<file path="src/rtl/psr_wim_unit_if.sv">
// Bundle of control, flag and status signals between the integer core and the PSR/WIM unit.
// The master side is the core (or bench) driving requests; the slave side is the unit.
interface psr_wim_unit_if;
    logic        alu_valid;
    logic [5:0]  opcode;
    logic        N;
    logic        Z;
    logic        C;
    logic        V;
    logic        save_req;
    logic        restore_req;
    logic        trap_req;
    logic        rett_req;
    logic        wrpsr_en;
    logic        wrwim_en;
    logic [31:0] psr_wdata;
    logic [31:0] wim_wdata;
    logic [31:0] psr_out;
    logic [31:0] wim_out;
    logic [4:0]  cwp;
    logic        carry;
    logic        win_ovf;
    logic        win_unf;
    logic        op_err;

    modport master (
        output alu_valid, opcode, N, Z, C, V,
        output save_req, restore_req, trap_req, rett_req,
        output wrpsr_en, wrwim_en, psr_wdata, wim_wdata,
        input  psr_out, wim_out, cwp, carry, win_ovf, win_unf, op_err
    );

    modport slave (
        input  alu_valid, opcode, N, Z, C, V,
        input  save_req, restore_req, trap_req, rett_req,
        input  wrpsr_en, wrwim_en, psr_wdata, wim_wdata,
        output psr_out, wim_out, cwp, carry, win_ovf, win_unf, op_err
    );
endinterface

</file>
<file path="src/rtl/psr_wim_unit.sv">
// SPARC PSR and WIM holder: icc capture from the ALU, CWP tracking across
// SAVE/RESTORE/trap/RETT with WIM overflow/underflow detection.
module psr_wim_unit #(
    parameter int NWINDOWS = 8
) (
    input  logic           clk,
    input  logic           reset,
    psr_wim_unit_if.slave  bus
);

    localparam logic [4:0] LAST_WIN = 5'(NWINDOWS - 1);
    localparam logic [5:0] NWIN_6   = 6'(NWINDOWS);

    // icc is kept in PSR order {N, Z, V, C}, so bit 0 is the carry.
    logic [3:0]          icc_reg, icc_next;
    logic                s_reg, s_next;
    logic                ps_reg, ps_next;
    logic                et_reg, et_next;
    logic [4:0]          cwp_reg, cwp_next;
    logic [NWINDOWS-1:0] wim_reg, wim_next;
    logic                ovf_reg, ovf_next;
    logic                unf_reg, unf_next;
    logic                err_reg, err_next;

    logic [31:0] wim_full;
    logic [4:0]  cwp_dec;
    logic [4:0]  cwp_inc;
    logic        icc_load;
    logic        wrpsr_bad;

    // Zero-extend the stored mask to the architectural 32 bits.
    generate
        for (genvar gi = 0; gi < 32; gi++) begin : g_wim_full
            if (gi < NWINDOWS) begin : g_live
                assign wim_full[gi] = wim_reg[gi];
            end else begin : g_zero
                assign wim_full[gi] = 1'b0;
            end
        end
    endgenerate

    assign cwp_dec   = (cwp_reg == 5'd0)     ? LAST_WIN : cwp_reg - 5'd1;
    assign cwp_inc   = (cwp_reg == LAST_WIN) ? 5'd0     : cwp_reg + 5'd1;
    assign icc_load  = bus.alu_valid && !bus.opcode[5] && bus.opcode[4];
    assign wrpsr_bad = {1'b0, bus.psr_wdata[4:0]} >= NWIN_6;

    always_comb begin
        icc_next = icc_reg;
        s_next   = s_reg;
        ps_next  = ps_reg;
        et_next  = et_reg;
        cwp_next = cwp_reg;
        wim_next = wim_reg;
        ovf_next = 1'b0;
        unf_next = 1'b0;
        err_next = 1'b0;

        if (bus.trap_req) begin
            // Traps are taken even with ET=0; only the window check can block them.
            if (wim_full[cwp_dec]) begin
                ovf_next = 1'b1;
            end else begin
                et_next  = 1'b0;
                ps_next  = s_reg;
                s_next   = 1'b1;
                cwp_next = cwp_dec;
            end
        end else if (bus.rett_req) begin
            if (et_reg) begin
                err_next = 1'b1;
            end else if (wim_full[cwp_inc]) begin
                unf_next = 1'b1;
            end else begin
                cwp_next = cwp_inc;
                s_next   = ps_reg;
                et_next  = 1'b1;
            end
        end else if (bus.wrpsr_en) begin
            if (wrpsr_bad) begin
                err_next = 1'b1;
            end else begin
                icc_next = bus.psr_wdata[23:20];
                s_next   = bus.psr_wdata[7];
                ps_next  = bus.psr_wdata[6];
                et_next  = bus.psr_wdata[5];
                cwp_next = bus.psr_wdata[4:0];
            end
        end else begin
            if (bus.save_req && bus.restore_req) begin
                err_next = 1'b1;
            end else if (bus.save_req) begin
                if (wim_full[cwp_dec]) begin
                    ovf_next = 1'b1;
                end else begin
                    cwp_next = cwp_dec;
                end
            end else if (bus.restore_req) begin
                if (wim_full[cwp_inc]) begin
                    unf_next = 1'b1;
                end else begin
                    cwp_next = cwp_inc;
                end
            end
            // Flag capture rides along with window moves in the same cycle.
            if (icc_load) begin
                icc_next = {bus.N, bus.Z, bus.V, bus.C};
            end
        end

        // WIM writes are orthogonal; checks above always see the old mask.
        if (bus.wrwim_en) begin
            wim_next = bus.wim_wdata[NWINDOWS-1:0];
        end
    end

    always_ff @(posedge clk) begin
        if (reset) begin
            icc_reg <= 4'b0000;
            s_reg   <= 1'b1;
            ps_reg  <= 1'b0;
            et_reg  <= 1'b0;
            cwp_reg <= 5'd0;
            wim_reg <= '0;
            ovf_reg <= 1'b0;
            unf_reg <= 1'b0;
            err_reg <= 1'b0;
        end else begin
            icc_reg <= icc_next;
            s_reg   <= s_next;
            ps_reg  <= ps_next;
            et_reg  <= et_next;
            cwp_reg <= cwp_next;
            wim_reg <= wim_next;
            ovf_reg <= ovf_next;
            unf_reg <= unf_next;
            err_reg <= err_next;
        end
    end

    assign bus.psr_out = {8'h00, icc_reg, 12'h000, s_reg, ps_reg, et_reg, cwp_reg};
    assign bus.wim_out = wim_full;
    assign bus.cwp     = cwp_reg;
    assign bus.carry   = icc_reg[0];
    assign bus.win_ovf = ovf_reg;
    assign bus.win_unf = unf_reg;
    assign bus.op_err  = err_reg;

    // Reserved PSR bits and low opcode bits carry no state here.
    logic unused_bits;
    assign unused_bits = ^{bus.opcode[3:0], bus.psr_wdata[31:24], bus.psr_wdata[19:8]};

    generate
        if (NWINDOWS < 32) begin : g_wim_unused
            logic unused_wim;
            assign unused_wim = ^bus.wim_wdata[31:NWINDOWS];
        end
    endgenerate

endmodule

</file>
<file path="src/flat_wrapper.sv">
// flat-port wrapper written by rule: the top's interface ports become plain ports
module psr_wim_unit_flat 
#(
    parameter int NWINDOWS = 8
)
  (clk, reset, bus_alu_valid, bus_opcode, bus_N, bus_Z, bus_C, bus_V, bus_save_req, bus_restore_req, bus_trap_req, bus_rett_req, bus_wrpsr_en, bus_wrwim_en, bus_psr_wdata, bus_wim_wdata, bus_psr_out, bus_wim_out, bus_cwp, bus_carry, bus_win_ovf, bus_win_unf, bus_op_err);
  psr_wim_unit_if bus_i ();
  input  logic clk;
  input  logic reset;
  input wire logic [$bits(bus_i.alu_valid)-1:0] bus_alu_valid;
  input wire logic [$bits(bus_i.opcode)-1:0] bus_opcode;
  input wire logic [$bits(bus_i.N)-1:0] bus_N;
  input wire logic [$bits(bus_i.Z)-1:0] bus_Z;
  input wire logic [$bits(bus_i.C)-1:0] bus_C;
  input wire logic [$bits(bus_i.V)-1:0] bus_V;
  input wire logic [$bits(bus_i.save_req)-1:0] bus_save_req;
  input wire logic [$bits(bus_i.restore_req)-1:0] bus_restore_req;
  input wire logic [$bits(bus_i.trap_req)-1:0] bus_trap_req;
  input wire logic [$bits(bus_i.rett_req)-1:0] bus_rett_req;
  input wire logic [$bits(bus_i.wrpsr_en)-1:0] bus_wrpsr_en;
  input wire logic [$bits(bus_i.wrwim_en)-1:0] bus_wrwim_en;
  input wire logic [$bits(bus_i.psr_wdata)-1:0] bus_psr_wdata;
  input wire logic [$bits(bus_i.wim_wdata)-1:0] bus_wim_wdata;
  output wire logic [$bits(bus_i.psr_out)-1:0] bus_psr_out;
  output wire logic [$bits(bus_i.wim_out)-1:0] bus_wim_out;
  output wire logic [$bits(bus_i.cwp)-1:0] bus_cwp;
  output wire logic [$bits(bus_i.carry)-1:0] bus_carry;
  output wire logic [$bits(bus_i.win_ovf)-1:0] bus_win_ovf;
  output wire logic [$bits(bus_i.win_unf)-1:0] bus_win_unf;
  output wire logic [$bits(bus_i.op_err)-1:0] bus_op_err;
  assign bus_i.alu_valid = bus_alu_valid;
  assign bus_i.opcode = bus_opcode;
  assign bus_i.N = bus_N;
  assign bus_i.Z = bus_Z;
  assign bus_i.C = bus_C;
  assign bus_i.V = bus_V;
  assign bus_i.save_req = bus_save_req;
  assign bus_i.restore_req = bus_restore_req;
  assign bus_i.trap_req = bus_trap_req;
  assign bus_i.rett_req = bus_rett_req;
  assign bus_i.wrpsr_en = bus_wrpsr_en;
  assign bus_i.wrwim_en = bus_wrwim_en;
  assign bus_i.psr_wdata = bus_psr_wdata;
  assign bus_i.wim_wdata = bus_wim_wdata;
  assign bus_psr_out = bus_i.psr_out;
  assign bus_wim_out = bus_i.wim_out;
  assign bus_cwp = bus_i.cwp;
  assign bus_carry = bus_i.carry;
  assign bus_win_ovf = bus_i.win_ovf;
  assign bus_win_unf = bus_i.win_unf;
  assign bus_op_err = bus_i.op_err;
  psr_wim_unit #(.NWINDOWS(NWINDOWS)) u_core (.clk(clk), .reset(reset), .bus(bus_i));
endmodule
</file>
<file path="config.mk">
export PLATFORM = sky130hd
export DESIGN_NAME = psr_wim_unit_flat
export DESIGN_NICKNAME = d
export VERILOG_FILES = /design/src/rtl/psr_wim_unit_if.sv /design/src/rtl/psr_wim_unit.sv /design/src/flat_wrapper.sv
export SDC_FILE = /design/constraint.sdc
export NUM_CORES = 1
export LEC_CHECK = 0
export CORE_MARGIN = 1.5
export CORE_UTILIZATION = 55
export CTS_CLUSTER_SIZE = 30
export DETAILED_ROUTE_END_ITERATION = 10
export DONT_BUFFER_PORTS = 1
export MAX_ROUTING_LAYER = met4
export PLACE_DENSITY = 0.66
export RECOVER_POWER = 100
export SLEW_MARGIN = 0
export SYNTH_ARGS = -nofsm -noshare
export SYNTH_HDL_FRONTEND = slang
export SYNTH_SLANG_ARGS = --single-unit
</file>
<file path="constraint.sdc">
create_clock -name clk -period 8 [get_ports clk]
set_clock_uncertainty 0.2 [all_clocks]
set_input_delay 0.4 -clock clk [delete_from_list [all_inputs] [get_ports clk]]
set_output_delay 0.4 -clock clk [all_outputs]
set_load 0.01 [all_outputs]
</file>
==> results.py <==
metrics = {
    "final_layout": {
        "fin_nets": 353,
        "synthToLayoutAreaGrowth_pct": -9.47,
        "regArea_um2": 460,
        "num-fill-cells": 374,
        "multiInputGateArea_um2": 1370,
        "n_antenna_cell": 0,
        "fin_area_um2": 2020,
        "drive_gt1_share_pct": 4.87,
        "largest_register_ffs": 8,
        "post-route-util_pct": 53.6,
        "final_cells": 315,
    },
    "timing": {
        "clock.fmax_ghz": 0.223,
        "maxSlewViolCount": 8,
        "grt_setup_unrepaired": "false",
        "fin_crit_sh_pct": 56.1,
        "hold_viol": 0,
        "finalCriticalPeriod_ns": 4.49,
        "whs_ns": 0.0144,
        "setup_ws_ns": 3.51,
        "max_slew_margin_pct": -32.6,
        "setup_tns_ns": 0,
        "worst_pin_slew_ns": 1.94,
        "setup_viol": 0,
    },
    "global_route": {
        "grt_max_degree": 23,
        "grt_pass1_vias": 1574,
        "track_usage_pct": 23.5,
        "overflow": 0,
        "grt_pass1_wl_um": 7950,
        "antenna_found_initial": 0,
    },
    "detailed_routing": {
        "ant_nets": 0,
        "drt_iter0_markers": 129,
        "drc_errors": 0,
        "post_drt_via_cell_ratio": 5.91,
        "drtPass1Iterations": 4,
        "num_vias": 1861,
        "drt-total-wl_um": 4970,
        "wl_per_cell_um": 15.8,
    },
    "synth": {
        "synth_top_family_by_area": "compound AO/OA/AOI/OAI gates",
        "ys_ff_latch": 23,
        "synthXorXnorAreaFrac_pct": 1.57,
        "yosysSeqAreaShare_pct": 20.6,
        "netlist_instances": 285,
        "synth_compound_area_share_pct": 25.8,
        "synthArstFlopShare_pct": 0,
        "yosys_most_used_dff": "dfxtp_1",
        "muxShareOfSynthArea_pct": 9.08,
        "synth-edff-count": 0,
        "syn_area_per_cell_um2": 7.83,
        "synth_cell_types": 59,
        "synth-simple-area-share_pct": 17.5,
        "yosysWarnings": 0,
        "synthAdderAreaFrac_pct": 1.12,
        "netlist_area_um2": 2230,
    },
    "hold_path": {
        "hp-class": "primary input to register",
        "hp-start": "bus_trap_req",
        "hold_depth": 1,
        "hold_end": "u_core.ps_reg$_SDFFE_PP0P_",
    },
    "floorplanning": {
        "die_h_um": 66.7,
        "dieArea_um2": 4450,
        "ios": 156,
        "core_um2": 3770,
        "start_util_pct": 59.2,
        "std_cell_rows": 22,
        "dieWidth_um": 66.7,
    },
    "placement": {
        "pre_cts_ws_ns": 4.75,
        "place_area_um2": 1980,
        "port_buffers": 0,
        "place_hpwl_um": 3650,
        "gp_congestion": 0.894,
        "dp_cells": 308,
    },
    "clock_tree": {
        "clk_latency_ns": 0.28,
        "cts_tree": "built",
        "cts_resized": 0,
        "cts.clk_slew.worst_paths_ns": 0.09,
        "hold_buffers": 2,
        "post-cts-setup-buffers": 0,
        "root_buffer": "clkbuf_8",
        "htree_levels": 1,
        "clk_path_buf_depth": 2,
        "cts_made_buffers": 3,
        "cts.sinks": 23,
    },
    "setup_path": {
        "worstPathRequired_ns": 7.93,
        "critPathMaxFanout": 15,
        "cp.arrival_ns": 4.42,
        "r2r-start": "u_core.bus.cwp[1]$_SDFFE_PP0P_",
        "worst_r2r_endpoint": "u_core.s_reg$_SDFFE_PP1P_",
        "rr_worst_depth": 8,
        "r2r_setup_slack_ns": 3.51,
        "end_kind": "register",
        "startpoint_type": "register",
        "critical_path_class": "register to register",
    },
    "power_and_ir_drop": {
        "p_sw_uw": 325,
        "p_clk_share_pct": 11.8,
        "swShare_pct": 49.9,
        "total_power_uw": 652,
        "ir_worst_vdd_v": 0.000157,
        "power.leakage_nw": 0.832,
        "p_seq_share_pct": 29.1,
        "combPwrFrac_pct": 59.2,
        "intPower_uw": 327,
        "power_density_nw_per_um2": 323,
    },
    "outcome": {
        "run_status": "finished with violations",
        "violations": "capacitance limit, slew limit",
    },
    "run": {
        "maxCapViolCount": 1,
    },
}
==> worst max-delay path, cell delays in order (launching register included) <==
cell,delay (ns)
dfxtp_1,0.61
inv_1,0.16
ha_1,0.61
o21ai_0,0.17
a32o_1,0.27
a2111oi_0,1.60
o21ai_0,0.31
a211oi_1,0.33
a41oi_1,0.07
==> logic make-up after synthesis <==
group                    after synthesis
flip-flops                            23
buffers and inverters                 83
XOR/XNOR                               4
adder cells (fa/ha/maj)                2
AND/OR/NAND/NOR                       74
other                                  1
multiplexers                          20
AO/OA/AOI/OAI                         78
==> Yosys cell counts (5+ instances only) <==
cell       n  area share (%)
a211oi_1   9             3.0
a21oi_1   11             2.5
buf_4     55              18
clkbuf_1   8             1.3
dfxtp_1   23              21
inv_1     13             2.2
mux2i_1   18             8.1
nand2_1   10             1.7
nand2b_1   5             1.4
nor2_1    30             5.0
nor2b_1    5             1.4
o21ai_0   14             3.1
o21ai_1    5             1.1
==> area by class of cell <==
class	instances	area share, %
multi-input cells	222	67.6
flip-flops and latches	23	22.8
well taps	48	2.97
inverters	14	2.60
clock buffers	3	2.04
repair buffers	4	1.67
clock inverters	1	0.372
==> worst max-delay path by stage <==
| stage | start | end | slack (ns) | depth (start not counted) |
|---|---|---|---|---|
| after floorplan | u_core.bus.cwp[0]$_SDFFE_PP0P_ | u_core.bus.cwp[2]$_SDFFE_PP0P_ | 5.07 | 11 |
| after global placement | u_core.bus.cwp[1]$_SDFFE_PP0P_ | u_core.s_reg$_SDFFE_PP1P_ | 4.78 | 8 |
| after detailed placement | u_core.bus.cwp[1]$_SDFFE_PP0P_ | u_core.s_reg$_SDFFE_PP1P_ | 4.75 | 8 |
| after CTS | u_core.bus.cwp[1]$_SDFFE_PP0P_ | u_core.s_reg$_SDFFE_PP1P_ | 4.72 | 8 |
| after global routing | u_core.bus.cwp[1]$_SDFFE_PP0P_ | u_core.s_reg$_SDFFE_PP1P_ | 3.21 | 8 |
| final | u_core.bus.cwp[1]$_SDFFE_PP0P_ | u_core.s_reg$_SDFFE_PP1P_ | 3.51 | 8 |
==> cells in the final DEF (no fill, tap or decap), types with 3 or more instances in the layout <==
cell / netlist / layout
a211oi_1: 9 / 9
dlygate4sd3_1: 0 / 3
conb_1: 1 / 44
a311o_1: 4 / 4
dfxtp_1: 23 / 23
o21ai_0: 14 / 18
mux2i_1: 18 / 18
a21oi_1: 11 / 11
nor2_1: 30 / 30
clkbuf_8: 0 / 3
nor2b_1: 5 / 5
a31oi_1: 4 / 4
nor3_1: 3 / 3
nand4_1: 4 / 4
inv_1: 13 / 14
nand2b_1: 5 / 5
nand2_1: 10 / 10
nand3_1: 4 / 5
==> layer usage <==
metal | GRT usage (%) | vias up | share of wire (%)
li1 | - | 891 | -
met3 | 4.73 | 5 | 8.8
met1 | 32.7 | 864 | 47
met2 | 35.4 | 101 | 43
met4 | 4.59 | 0 | 0.74
met5 | - | - | 0
==> power by group through the flow <==
| stage | clock network, mW | registers, mW | logic, mW |
|---|---|---|---|
| CTS | 0.0773 | 0.189 | 0.414 |
| finish | 0.0768 | 0.189 | 0.386 |
| detailed placement | 0 | 0.192 | 0.410 |
| global route | 0.0820 | 0.194 | 0.429 |
| floorplan | 0 | 0.163 | 0.409 |
| global placement | 0 | 0.191 | 0.409 |
No activity file was read; power rests on OpenSTA's default activity.
